$ cat src/rtl/axi_lite_initiator_pkg.sv
// Shared types and AXI encodings for the single-outstanding AXI4-Lite initiator.
package axi_lite_initiator_pkg;

    typedef enum logic [2:0] {
        IDLE    = 3'd0,
        WRITE   = 3'd1,
        WRITE_B = 3'd2,
        READ_AR = 3'd3,
        READ_R  = 3'd4
    } state_e;

    localparam logic [1:0] RESP_OKAY   = 2'b00;
    localparam logic [1:0] RESP_EXOKAY = 2'b01;
    localparam logic [1:0] RESP_SLVERR = 2'b10;
    localparam logic [1:0] RESP_DECERR = 2'b11;

    localparam logic [1:0] BURST_INCR = 2'b01;
    localparam logic [2:0] SIZE_8B    = 3'd3;

    // SLVERR and DECERR both have the upper response bit set.
    function automatic logic resp_is_err(input logic [1:0] resp);
        return resp[1];
    endfunction

endpackage

$ cat src/rtl/axi_bus.sv
// Generic AXI4 bus bundle with master and slave views, shared by initiator and peripherals.
interface AXI_BUS #(
    parameter int unsigned AXI_ADDR_WIDTH = 64,
    parameter int unsigned AXI_DATA_WIDTH = 64,
    parameter int unsigned AXI_ID_WIDTH   = 10,
    parameter int unsigned AXI_USER_WIDTH = 1
);
    localparam int unsigned AXI_STRB_WIDTH = AXI_DATA_WIDTH / 8;

    logic [AXI_ID_WIDTH-1:0]   aw_id;
    logic [AXI_ADDR_WIDTH-1:0] aw_addr;
    logic [7:0]                aw_len;
    logic [2:0]                aw_size;
    logic [1:0]                aw_burst;
    logic                      aw_lock;
    logic [3:0]                aw_cache;
    logic [2:0]                aw_prot;
    logic [3:0]                aw_qos;
    logic [3:0]                aw_region;
    logic [5:0]                aw_atop;
    logic [AXI_USER_WIDTH-1:0] aw_user;
    logic                      aw_valid;
    logic                      aw_ready;

    logic [AXI_DATA_WIDTH-1:0] w_data;
    logic [AXI_STRB_WIDTH-1:0] w_strb;
    logic                      w_last;
    logic [AXI_USER_WIDTH-1:0] w_user;
    logic                      w_valid;
    logic                      w_ready;

    logic [AXI_ID_WIDTH-1:0]   b_id;
    logic [1:0]                b_resp;
    logic [AXI_USER_WIDTH-1:0] b_user;
    logic                      b_valid;
    logic                      b_ready;

    logic [AXI_ID_WIDTH-1:0]   ar_id;
    logic [AXI_ADDR_WIDTH-1:0] ar_addr;
    logic [7:0]                ar_len;
    logic [2:0]                ar_size;
    logic [1:0]                ar_burst;
    logic                      ar_lock;
    logic [3:0]                ar_cache;
    logic [2:0]                ar_prot;
    logic [3:0]                ar_qos;
    logic [3:0]                ar_region;
    logic [AXI_USER_WIDTH-1:0] ar_user;
    logic                      ar_valid;
    logic                      ar_ready;

    logic [AXI_ID_WIDTH-1:0]   r_id;
    logic [AXI_DATA_WIDTH-1:0] r_data;
    logic [1:0]                r_resp;
    logic                      r_last;
    logic [AXI_USER_WIDTH-1:0] r_user;
    logic                      r_valid;
    logic                      r_ready;

    modport Master (
        output aw_id, aw_addr, aw_len, aw_size, aw_burst, aw_lock, aw_cache, aw_prot,
               aw_qos, aw_region, aw_atop, aw_user, aw_valid,
        input  aw_ready,
        output w_data, w_strb, w_last, w_user, w_valid,
        input  w_ready,
        input  b_id, b_resp, b_user, b_valid,
        output b_ready,
        output ar_id, ar_addr, ar_len, ar_size, ar_burst, ar_lock, ar_cache, ar_prot,
               ar_qos, ar_region, ar_user, ar_valid,
        input  ar_ready,
        input  r_id, r_data, r_resp, r_last, r_user, r_valid,
        output r_ready
    );

    modport Slave (
        input  aw_id, aw_addr, aw_len, aw_size, aw_burst, aw_lock, aw_cache, aw_prot,
               aw_qos, aw_region, aw_atop, aw_user, aw_valid,
        output aw_ready,
        input  w_data, w_strb, w_last, w_user, w_valid,
        output w_ready,
        output b_id, b_resp, b_user, b_valid,
        input  b_ready,
        input  ar_id, ar_addr, ar_len, ar_size, ar_burst, ar_lock, ar_cache, ar_prot,
               ar_qos, ar_region, ar_user, ar_valid,
        output ar_ready,
        output r_id, r_data, r_resp, r_last, r_user, r_valid,
        input  r_ready
    );

endinterface

$ cat src/rtl/axi_lite_initiator.sv
// Turns a req/gnt/rvalid memory port into single-beat AXI4-Lite reads and writes,
// one transaction in flight at a time.
//
//   state   | meaning
//   --------+-----------------------------------------------------------
//   IDLE    | gnt_o follows req_i; request latched on grant
//   WRITE   | AW and W offered, each until its own handshake
//   WRITE_B | waiting for the write response
//   READ_AR | AR offered until accepted
//   READ_R  | waiting for the read data beat
module axi_lite_initiator
    import axi_lite_initiator_pkg::*;
#(
    parameter int unsigned AXI_ADDR_WIDTH = 64,
    parameter int unsigned AXI_DATA_WIDTH = 64,
    parameter int unsigned AXI_ID_WIDTH   = 10
) (
    input  logic                      clk_i,
    input  logic                      rst_ni,
    input  logic                      req_i,
    input  logic                      we_i,
    input  logic [AXI_ADDR_WIDTH-1:0] addr_i,
    input  logic [63:0]               wdata_i,
    input  logic [7:0]                be_i,
    output logic                      gnt_o,
    output logic                      rvalid_o,
    output logic [63:0]               rdata_o,
    output logic                      err_o,
    AXI_BUS.Master                    master
);

    if (AXI_DATA_WIDTH != 64) begin : g_bad_data_width
        $fatal(1, "axi_lite_initiator: AXI_DATA_WIDTH must be 64");
    end

    state_e                    state_q, state_d;
    logic                      aw_done_q, aw_done_d;
    logic                      w_done_q, w_done_d;
    logic [AXI_ADDR_WIDTH-1:0] addr_q, addr_d;
    logic [63:0]               wdata_q, wdata_d;
    logic [7:0]                strb_q, strb_d;
    logic [63:0]               rdata_q, rdata_d;
    logic                      err_q, err_d;
    logic                      rvalid_q, rvalid_d;

    logic aw_valid, w_valid, b_ready, ar_valid, r_ready;

    always_ff @(posedge clk_i or negedge rst_ni) begin
        if (!rst_ni) begin
            state_q   <= IDLE;
            aw_done_q <= 1'b0;
            w_done_q  <= 1'b0;
            addr_q    <= '0;
            wdata_q   <= '0;
            strb_q    <= '0;
            rdata_q   <= '0;
            err_q     <= 1'b0;
            rvalid_q  <= 1'b0;
        end else begin
            state_q   <= state_d;
            aw_done_q <= aw_done_d;
            w_done_q  <= w_done_d;
            addr_q    <= addr_d;
            wdata_q   <= wdata_d;
            strb_q    <= strb_d;
            rdata_q   <= rdata_d;
            err_q     <= err_d;
            rvalid_q  <= rvalid_d;
        end
    end

    always_comb begin
        state_d   = state_q;
        aw_done_d = aw_done_q;
        w_done_d  = w_done_q;
        addr_d    = addr_q;
        wdata_d   = wdata_q;
        strb_d    = strb_q;
        rdata_d   = rdata_q;
        err_d     = err_q;
        rvalid_d  = 1'b0;
        gnt_o     = 1'b0;
        aw_valid  = 1'b0;
        w_valid   = 1'b0;
        b_ready   = 1'b0;
        ar_valid  = 1'b0;
        r_ready   = 1'b0;

        unique case (state_q)
            IDLE: begin
                gnt_o = req_i;
                if (req_i) begin
                    addr_d  = addr_i;
                    wdata_d = wdata_i;
                    strb_d  = be_i;
                    state_d = we_i ? WRITE : READ_AR;
                end
            end
            WRITE: begin
                // Valids come only from the done flags, never from ready.
                aw_valid = !aw_done_q;
                w_valid  = !w_done_q;
                if (aw_valid && master.aw_ready) aw_done_d = 1'b1;
                if (w_valid && master.w_ready)   w_done_d  = 1'b1;
                if (aw_done_d && w_done_d) begin
                    aw_done_d = 1'b0;
                    w_done_d  = 1'b0;
                    state_d   = WRITE_B;
                end
            end
            WRITE_B: begin
                b_ready = 1'b1;
                if (master.b_valid) begin
                    err_d    = resp_is_err(master.b_resp);
                    rvalid_d = 1'b1;
                    state_d  = IDLE;
                end
            end
            READ_AR: begin
                ar_valid = 1'b1;
                if (master.ar_ready) state_d = READ_R;
            end
            READ_R: begin
                r_ready = 1'b1;
                if (master.r_valid) begin
                    rdata_d  = master.r_data;
                    err_d    = resp_is_err(master.r_resp);
                    rvalid_d = 1'b1;
                    state_d  = IDLE;
                end
            end
            default: state_d = IDLE;
        endcase
    end

    assign rvalid_o = rvalid_q;
    assign rdata_o  = rdata_q;
    assign err_o    = err_q;

    assign master.aw_id     = {AXI_ID_WIDTH{1'b0}};
    assign master.aw_addr   = addr_q;
    assign master.aw_len    = 8'd0;
    assign master.aw_size   = SIZE_8B;
    assign master.aw_burst  = BURST_INCR;
    assign master.aw_lock   = 1'b0;
    assign master.aw_cache  = 4'd0;
    assign master.aw_prot   = 3'd0;
    assign master.aw_qos    = 4'd0;
    assign master.aw_region = 4'd0;
    assign master.aw_atop   = 6'd0;
    assign master.aw_user   = '0;
    assign master.aw_valid  = aw_valid;

    assign master.w_data  = wdata_q;
    assign master.w_strb  = strb_q;
    assign master.w_last  = 1'b1;
    assign master.w_user  = '0;
    assign master.w_valid = w_valid;

    assign master.b_ready = b_ready;

    assign master.ar_id     = {AXI_ID_WIDTH{1'b0}};
    assign master.ar_addr   = addr_q;
    assign master.ar_len    = 8'd0;
    assign master.ar_size   = SIZE_8B;
    assign master.ar_burst  = BURST_INCR;
    assign master.ar_lock   = 1'b0;
    assign master.ar_cache  = 4'd0;
    assign master.ar_prot   = 3'd0;
    assign master.ar_qos    = 4'd0;
    assign master.ar_region = 4'd0;
    assign master.ar_user   = '0;
    assign master.ar_valid  = ar_valid;

    assign master.r_ready = r_ready;

endmodule
$ cat src/flat_wrapper.sv
// flat-port wrapper written by rule: the top's interface ports become plain ports
module axi_lite_initiator_flat import axi_lite_initiator_pkg::*;
#(
    parameter int unsigned AXI_ADDR_WIDTH = 64,
    parameter int unsigned AXI_DATA_WIDTH = 64,
    parameter int unsigned AXI_ID_WIDTH   = 10
)
  (clk_i, rst_ni, req_i, we_i, addr_i, wdata_i, be_i, gnt_o, rvalid_o, rdata_o, err_o, master_aw_id, master_aw_addr, master_aw_len, master_aw_size, master_aw_burst, master_aw_lock, master_aw_cache, master_aw_prot, master_aw_qos, master_aw_region, master_aw_atop, master_aw_user, master_aw_valid, master_aw_ready, master_w_data, master_w_strb, master_w_last, master_w_user, master_w_valid, master_w_ready, master_b_id, master_b_resp, master_b_user, master_b_valid, master_b_ready, master_ar_id, master_ar_addr, master_ar_len, master_ar_size, master_ar_burst, master_ar_lock, master_ar_cache, master_ar_prot, master_ar_qos, master_ar_region, master_ar_user, master_ar_valid, master_ar_ready, master_r_id, master_r_data, master_r_resp, master_r_last, master_r_user, master_r_valid, master_r_ready);
  AXI_BUS #(.AXI_ADDR_WIDTH(AXI_ADDR_WIDTH), .AXI_DATA_WIDTH(AXI_DATA_WIDTH), .AXI_ID_WIDTH(AXI_ID_WIDTH)) master_i ();
  input  logic clk_i;
  input  logic rst_ni;
  input  logic req_i;
  input  logic we_i;
  input  logic [AXI_ADDR_WIDTH-1:0] addr_i;
  input  logic [63:0] wdata_i;
  input  logic [7:0] be_i;
  output logic gnt_o;
  output logic rvalid_o;
  output logic [63:0] rdata_o;
  output logic err_o;
  output wire logic [$bits(master_i.aw_id)-1:0] master_aw_id;
  output wire logic [$bits(master_i.aw_addr)-1:0] master_aw_addr;
  output wire logic [$bits(master_i.aw_len)-1:0] master_aw_len;
  output wire logic [$bits(master_i.aw_size)-1:0] master_aw_size;
  output wire logic [$bits(master_i.aw_burst)-1:0] master_aw_burst;
  output wire logic [$bits(master_i.aw_lock)-1:0] master_aw_lock;
  output wire logic [$bits(master_i.aw_cache)-1:0] master_aw_cache;
  output wire logic [$bits(master_i.aw_prot)-1:0] master_aw_prot;
  output wire logic [$bits(master_i.aw_qos)-1:0] master_aw_qos;
  output wire logic [$bits(master_i.aw_region)-1:0] master_aw_region;
  output wire logic [$bits(master_i.aw_atop)-1:0] master_aw_atop;
  output wire logic [$bits(master_i.aw_user)-1:0] master_aw_user;
  output wire logic [$bits(master_i.aw_valid)-1:0] master_aw_valid;
  input wire logic [$bits(master_i.aw_ready)-1:0] master_aw_ready;
  output wire logic [$bits(master_i.w_data)-1:0] master_w_data;
  output wire logic [$bits(master_i.w_strb)-1:0] master_w_strb;
  output wire logic [$bits(master_i.w_last)-1:0] master_w_last;
  output wire logic [$bits(master_i.w_user)-1:0] master_w_user;
  output wire logic [$bits(master_i.w_valid)-1:0] master_w_valid;
  input wire logic [$bits(master_i.w_ready)-1:0] master_w_ready;
  input wire logic [$bits(master_i.b_id)-1:0] master_b_id;
  input wire logic [$bits(master_i.b_resp)-1:0] master_b_resp;
  input wire logic [$bits(master_i.b_user)-1:0] master_b_user;
  input wire logic [$bits(master_i.b_valid)-1:0] master_b_valid;
  output wire logic [$bits(master_i.b_ready)-1:0] master_b_ready;
  output wire logic [$bits(master_i.ar_id)-1:0] master_ar_id;
  output wire logic [$bits(master_i.ar_addr)-1:0] master_ar_addr;
  output wire logic [$bits(master_i.ar_len)-1:0] master_ar_len;
  output wire logic [$bits(master_i.ar_size)-1:0] master_ar_size;
  output wire logic [$bits(master_i.ar_burst)-1:0] master_ar_burst;
  output wire logic [$bits(master_i.ar_lock)-1:0] master_ar_lock;
  output wire logic [$bits(master_i.ar_cache)-1:0] master_ar_cache;
  output wire logic [$bits(master_i.ar_prot)-1:0] master_ar_prot;
  output wire logic [$bits(master_i.ar_qos)-1:0] master_ar_qos;
  output wire logic [$bits(master_i.ar_region)-1:0] master_ar_region;
  output wire logic [$bits(master_i.ar_user)-1:0] master_ar_user;
  output wire logic [$bits(master_i.ar_valid)-1:0] master_ar_valid;
  input wire logic [$bits(master_i.ar_ready)-1:0] master_ar_ready;
  input wire logic [$bits(master_i.r_id)-1:0] master_r_id;
  input wire logic [$bits(master_i.r_data)-1:0] master_r_data;
  input wire logic [$bits(master_i.r_resp)-1:0] master_r_resp;
  input wire logic [$bits(master_i.r_last)-1:0] master_r_last;
  input wire logic [$bits(master_i.r_user)-1:0] master_r_user;
  input wire logic [$bits(master_i.r_valid)-1:0] master_r_valid;
  output wire logic [$bits(master_i.r_ready)-1:0] master_r_ready;
  assign master_aw_id = master_i.aw_id;
  assign master_aw_addr = master_i.aw_addr;
  assign master_aw_len = master_i.aw_len;
  assign master_aw_size = master_i.aw_size;
  assign master_aw_burst = master_i.aw_burst;
  assign master_aw_lock = master_i.aw_lock;
  assign master_aw_cache = master_i.aw_cache;
  assign master_aw_prot = master_i.aw_prot;
  assign master_aw_qos = master_i.aw_qos;
  assign master_aw_region = master_i.aw_region;
  assign master_aw_atop = master_i.aw_atop;
  assign master_aw_user = master_i.aw_user;
  assign master_aw_valid = master_i.aw_valid;
  assign master_i.aw_ready = master_aw_ready;
  assign master_w_data = master_i.w_data;
  assign master_w_strb = master_i.w_strb;
  assign master_w_last = master_i.w_last;
  assign master_w_user = master_i.w_user;
  assign master_w_valid = master_i.w_valid;
  assign master_i.w_ready = master_w_ready;
  assign master_i.b_id = master_b_id;
  assign master_i.b_resp = master_b_resp;
  assign master_i.b_user = master_b_user;
  assign master_i.b_valid = master_b_valid;
  assign master_b_ready = master_i.b_ready;
  assign master_ar_id = master_i.ar_id;
  assign master_ar_addr = master_i.ar_addr;
  assign master_ar_len = master_i.ar_len;
  assign master_ar_size = master_i.ar_size;
  assign master_ar_burst = master_i.ar_burst;
  assign master_ar_lock = master_i.ar_lock;
  assign master_ar_cache = master_i.ar_cache;
  assign master_ar_prot = master_i.ar_prot;
  assign master_ar_qos = master_i.ar_qos;
  assign master_ar_region = master_i.ar_region;
  assign master_ar_user = master_i.ar_user;
  assign master_ar_valid = master_i.ar_valid;
  assign master_i.ar_ready = master_ar_ready;
  assign master_i.r_id = master_r_id;
  assign master_i.r_data = master_r_data;
  assign master_i.r_resp = master_r_resp;
  assign master_i.r_last = master_r_last;
  assign master_i.r_user = master_r_user;
  assign master_i.r_valid = master_r_valid;
  assign master_r_ready = master_i.r_ready;
  axi_lite_initiator #(.AXI_ADDR_WIDTH(AXI_ADDR_WIDTH), .AXI_DATA_WIDTH(AXI_DATA_WIDTH), .AXI_ID_WIDTH(AXI_ID_WIDTH)) u_core (.clk_i(clk_i), .rst_ni(rst_ni), .req_i(req_i), .we_i(we_i), .addr_i(addr_i), .wdata_i(wdata_i), .be_i(be_i), .gnt_o(gnt_o), .rvalid_o(rvalid_o), .rdata_o(rdata_o), .err_o(err_o), .master(master_i));
endmodule
$ cat config.mk
export PLATFORM = sky130hd
export DESIGN_NAME = axi_lite_initiator_flat
export DESIGN_NICKNAME = d
export VERILOG_FILES = /design/src/rtl/axi_lite_initiator_pkg.sv /design/src/rtl/axi_bus.sv /design/src/rtl/axi_lite_initiator.sv /design/src/flat_wrapper.sv
export SDC_FILE = /design/constraint.sdc
export NUM_CORES = 1
export LEC_CHECK = 0
export BUFFER_PORTS_ARGS = -buffer_cell sky130_fd_sc_hd__buf_2
export CORE_AREA = 2 2 229 231
export CTS_CLUSTER_DIAMETER = 30
export CTS_CLUSTER_SIZE = 24
export DETAILED_ROUTE_END_ITERATION = 6
export DIE_AREA = 0 0 231 233
export PLACE_DENSITY = 0.37
export SLEW_MARGIN = 25
export SYNTH_ARGS = -nofsm -noshare
export SYNTH_HDL_FRONTEND = slang
export SYNTH_SLANG_ARGS = --single-unit
export TNS_END_PERCENT = 1
$ cat constraint.sdc
create_clock -name clk_i -period 2.6 [get_ports clk_i]
set_input_delay 0.26 -clock clk_i [delete_from_list [all_inputs] [get_ports clk_i]]
set_output_delay 0.26 -clock clk_i [all_outputs]
set_load 0.05 [all_outputs]
; After elaboration in Yosys (flattened, before gate mapping)
; Index checks and enable logic that the tools add are counted.
[totals]
elab_cells = 54
out_inout_bits = 360
ff_bits = 207
input_bits = 236
[classes]
eq_ne = 9
mux = 25
reduce_logical = 11
[op_table]
columns = op, n
row1 = 2-to-1 mux 1 bit, 16
row2 = 2-to-1 mux 3 bit, 5
row3 = one-hot mux 3 bit (5 select lines), 1
row4 = "!= test 2 bit, second input constant", 4
row5 = "equality test 3 x 2 -> 1 bit, second input constant", 2
row6 = AND reduction 5 bit, 1
row7 = one-hot mux 1 bit (2 select lines), 2
row8 = AND reduction 2 bit, 2
row9 = "equality test 3 x 1 -> 1 bit, second input constant", 1
row10 = "equality test 3 bit, second input constant", 1
row11 = logical AND 1 bit, 3
row12 = zero test 3 bit, 1
row13 = AND reduction 3 bit, 1
row14 = zero test 1 bit, 2
row15 = 2-to-1 mux 2 bit, 1
row16 = "!= test 2 x 1 -> 1 bit, second input constant", 1
row17 = nonzero test 2 bit, 1

; Longest topological paths before layout
[logic_depth]
ltp_word = 7
ltp_mapped = 5
ltp_nobuf = 4

; Worst setup path after synthesis
; No wires, ideal clock.
[synth_path]
kind = reg-to-output
from = register u_core.state_q[0]
to = output port master_aw_valid
setup_slack_ps = 639
n_path_buf = 1
t_arrival_ps = 1701
required_time_ps = 2340
stages_incl_launch_ff = 5
path_cell_list = dfrtp_1 > buf_2 > inv_1 > or3_1 > nor2_1
[synth_between]
elab_chain_len = 2
[synth_rtl]
columns = element, line_no
row1 = start: declaration, axi_lite_initiator.sv:36  ; state_e state_q, state_d;
row2 = start signal: assignment, axi_lite_initiator.sv:60  ; state_q <= state_d;
row3 = equality test 3 x 1 -> 1 bit, axi_lite_initiator.sv:89  ; unique case (state_q)
row4 = 2-to-1 mux 1 bit, axi_lite_initiator.sv:89
row5 = end: declaration, flat_wrapper.sv:33  ; output wire logic [$bits(master_i.aw_valid)-1:0] master_aw_valid;
; No other way between the ends.

; Worst setup path after layout
[layout_path]
from = register u_core.state_q[1]
to = output port gnt_o
[layout_between]
elab_chain_len = 2
[layout_rtl]
columns = element, line_no
row1 = zero test 3 bit, axi_lite_initiator.sv:89
row2 = 2-to-1 mux 1 bit, axi_lite_initiator.sv:89
row3 = end: declaration, flat_wrapper.sv:17  ; output logic gnt_o;
; No other way between the ends.

==> reports/qor.txt <==
Status: finished clean
Total Wirelength: 28400 microns
Fraction of layout cells with a size suffix above 1: 58.8%
Crit end category: output port
Ys async rst share: 100%
WS Path Type: flop to output port
Num CTS Buffers: 73
Synth area leader: dfrtp_1
Die Y: 233 microns
Core footprint: 51100 sq um
Startpoint type of the worst setup path: flop
Via-to-Cell Ratio: 3.49
Worst EP required: 2.34 ns
Initial DRT Pass Iterations: 4
Area grow syn2layout: 76.5%
Avg WL per Cell: 13.9 microns
CTS resizes: 0
Overflow after GRT: 0
Worst-path clk slew: 0.04 ns
DRC violations left: 0
Nets: 1549
Max Slew Vio Count: 0
EDFF count, synth: 0
Setup ws final: 0.235 ns
Global Route Usage Sum: 10.3%
Seq/Total Area, Yosys: 57.1%
Dominant synthesized flop cell: dfrtp_1
Root Buffer: clkbuf_16
CP delay by family, top: buffers and inverters
Final setup TNS: 0 ns
Antenna violations before repair: 1
Final HPWL DP: 18900 microns
Count leader, synth: dfrtp_1
DRT antenna net count: 0
RSZ-0062 raised after global routing: false
Area of the multi-input gates: 2820 sq um
Finish-stage setup viols: 0
Mapped Cells: 625
Pre-CTS setup slack: 0.529 ns
Clock Path Buffers: 3
Drt first-iter violations: 160
Number of max-capacitance violations reported: 0
Slowest cell on crit path: dfrtp_1
Share of the synthesized area in the top cell type: 57.1%
H-Tree Depth: 3
Tightest Pin Transition: 0.615 ns
Max transition margin: 59.0%
Largest cells by area after synthesis: dfrtp_1 57%, mux2_2 24%, buf_4 13%, buf_6 2.1%, mux2_1 0.62%
WP buf/inv: 2
Die Wd: 231 microns
Fillers: 5284
FF+latch count, synth: 207
Initial core utilization: 17.8%
Average size of a mapped cell: 14.5 sq um
Netlist cell types: 23
Num Clock Sinks: 207
Worst stage delay on the critical path: 0.53 ns
First-pass GRT wire length: 42900 microns
Dpl cell area: 11400 sq um
Data arrival, critical path: 2.10 ns
Core Util, Final: 31.3%
Fmax: 423 MHz
Routed vias: 7141
Critical path cell sequence: nor4b_4 > buf_12 > buf_2
Gp weighted congestion: 0.699
Worst min path class: input port to flop
Syn. warnings: 0
Setup Skew: 0.00791 ns
Minimum clock period: 2.36 ns
IO Count: 596
Period utilization: 91.0%
# rows: 83
Vias in the first global route: 7818
Synthesized area: 9070 sq um
Post-Layout Inst Area: 16000 sq um
Port bufs: 482
Top cells by count, synth: 207 x dfrtp_1, 195 x mux2_2, 158 x buf_4, 17 x buf_6, 12 x nor2_1
Largest net degree at the start of global routing: 68
Crit-path max FO: 40
Register area: 5180 sq um
Hold Violations, Final: 0
CTS tree: done
Clock latency at the later pin of the worst-skew pair: 0.55 ns
Full die area: 53800 sq um
==> routing by layer <==
metal  up-vias  global-route usage (%)  wire length, microns
met2       341                    17.3                 14300
li1       3296                       -                     -
met4         0                    5.02                   931
met1      3431                    11.0                 10600
met3        73                    4.66                  2540
met5         -                       0                     0
==> sequential cells by signal, summed over array words and instances (netlist names) <==
register               count
u_core.aw_done_q           1
u_core.err_o               1
u_core.master.ar_addr     64
u_core.master.w_data      64
u_core.master.w_strb       8
u_core.rdata_o            64
u_core.rvalid_o            1
u_core.state_q             3
u_core.w_done_q            1
==> worst paths after layout <==
kind	startpoint	to	slack, ns	cells after the start
max in group asynchronous	rst_ni	u_core.master.ar_addr[28]	1.55	3
setup reg to reg	u_core.state_q[1]	u_core.master.ar_addr[30]	0.56	4
min in group asynchronous	rst_ni	u_core.rdata_o[33]	0.29	2
hold / removal	we_i	u_core.state_q[1]	0.12	4
hold reg to reg	u_core.rdata_o[39]	u_core.rdata_o[39]	0.48	1
setup / recovery	u_core.state_q[1]	gnt_o	0.24	3
==> placed cells by master, fill, tap and decap left out, types with 6 or more instances in the layout <==
cell type        n
buf_4            6
conb_1          88
dfrtp_1        207
clkbuf_16       75
clkbuf_1        16
nor2_1          12
clkbuf_8        15
bufinv_16        8
clkinv_2        11
mux2_2         195
buf_2          481
a21oi_1          6
dlygate4sd3_1  209
==> final cells by class <==
cell class / count / share of cell area (%)
multi-input combinational: 326 / 17.6
sequential: 207 / 32.4
timing repair buffer: 703 / 29.3
tap: 680 / 5.32
antenna: 1 / 0.0156
clock inverter: 22 / 2.01
clock buffer: 105 / 13.3
inverter: 2 / 0.0469
==> worst reg2reg max path, cell delays in order, from the launching register on <==
cell and delay, ns:
dfrtp_1 0.53, nor4b_4 0.41, buf_4 0.21, bufbuf_16 0.38, mux2_2 0.38
==> through the flow <==
stage / hold WS [ns] / std cells
floorplan: -0.0356 / 711
global placement: 0.341 / 1707
detailed placement: 0.339 / 1707
CTS: 0.0672 / 2045
global route: 0.124 / 2046
finish: 0.120 / 2046
==> timing repair <==
| action | in CTS | in global routing |
|---|---|---|
| buffers inserted | 1 | 0 |
| hold endpoints to repair | 268 | 0 |
| setup endpoints to repair | 1 | 0 |
| hold buffers | 209 | 0 |
==> logic make-up after synthesis <==
family	Yosys count	share of synthesized area, %
AO/OA/AOI/OAI	11	0.690
AND/OR/NAND/NOR	26	1.86
other	2	0.0828
multiplexers	201	24.9
flip-flops	207	57.1
buffers and inverters	178	15.3
Power is left out: the tool's default activity adds up to more than one toggle a clock period on the data nets, which glitch-free logic cannot reach.
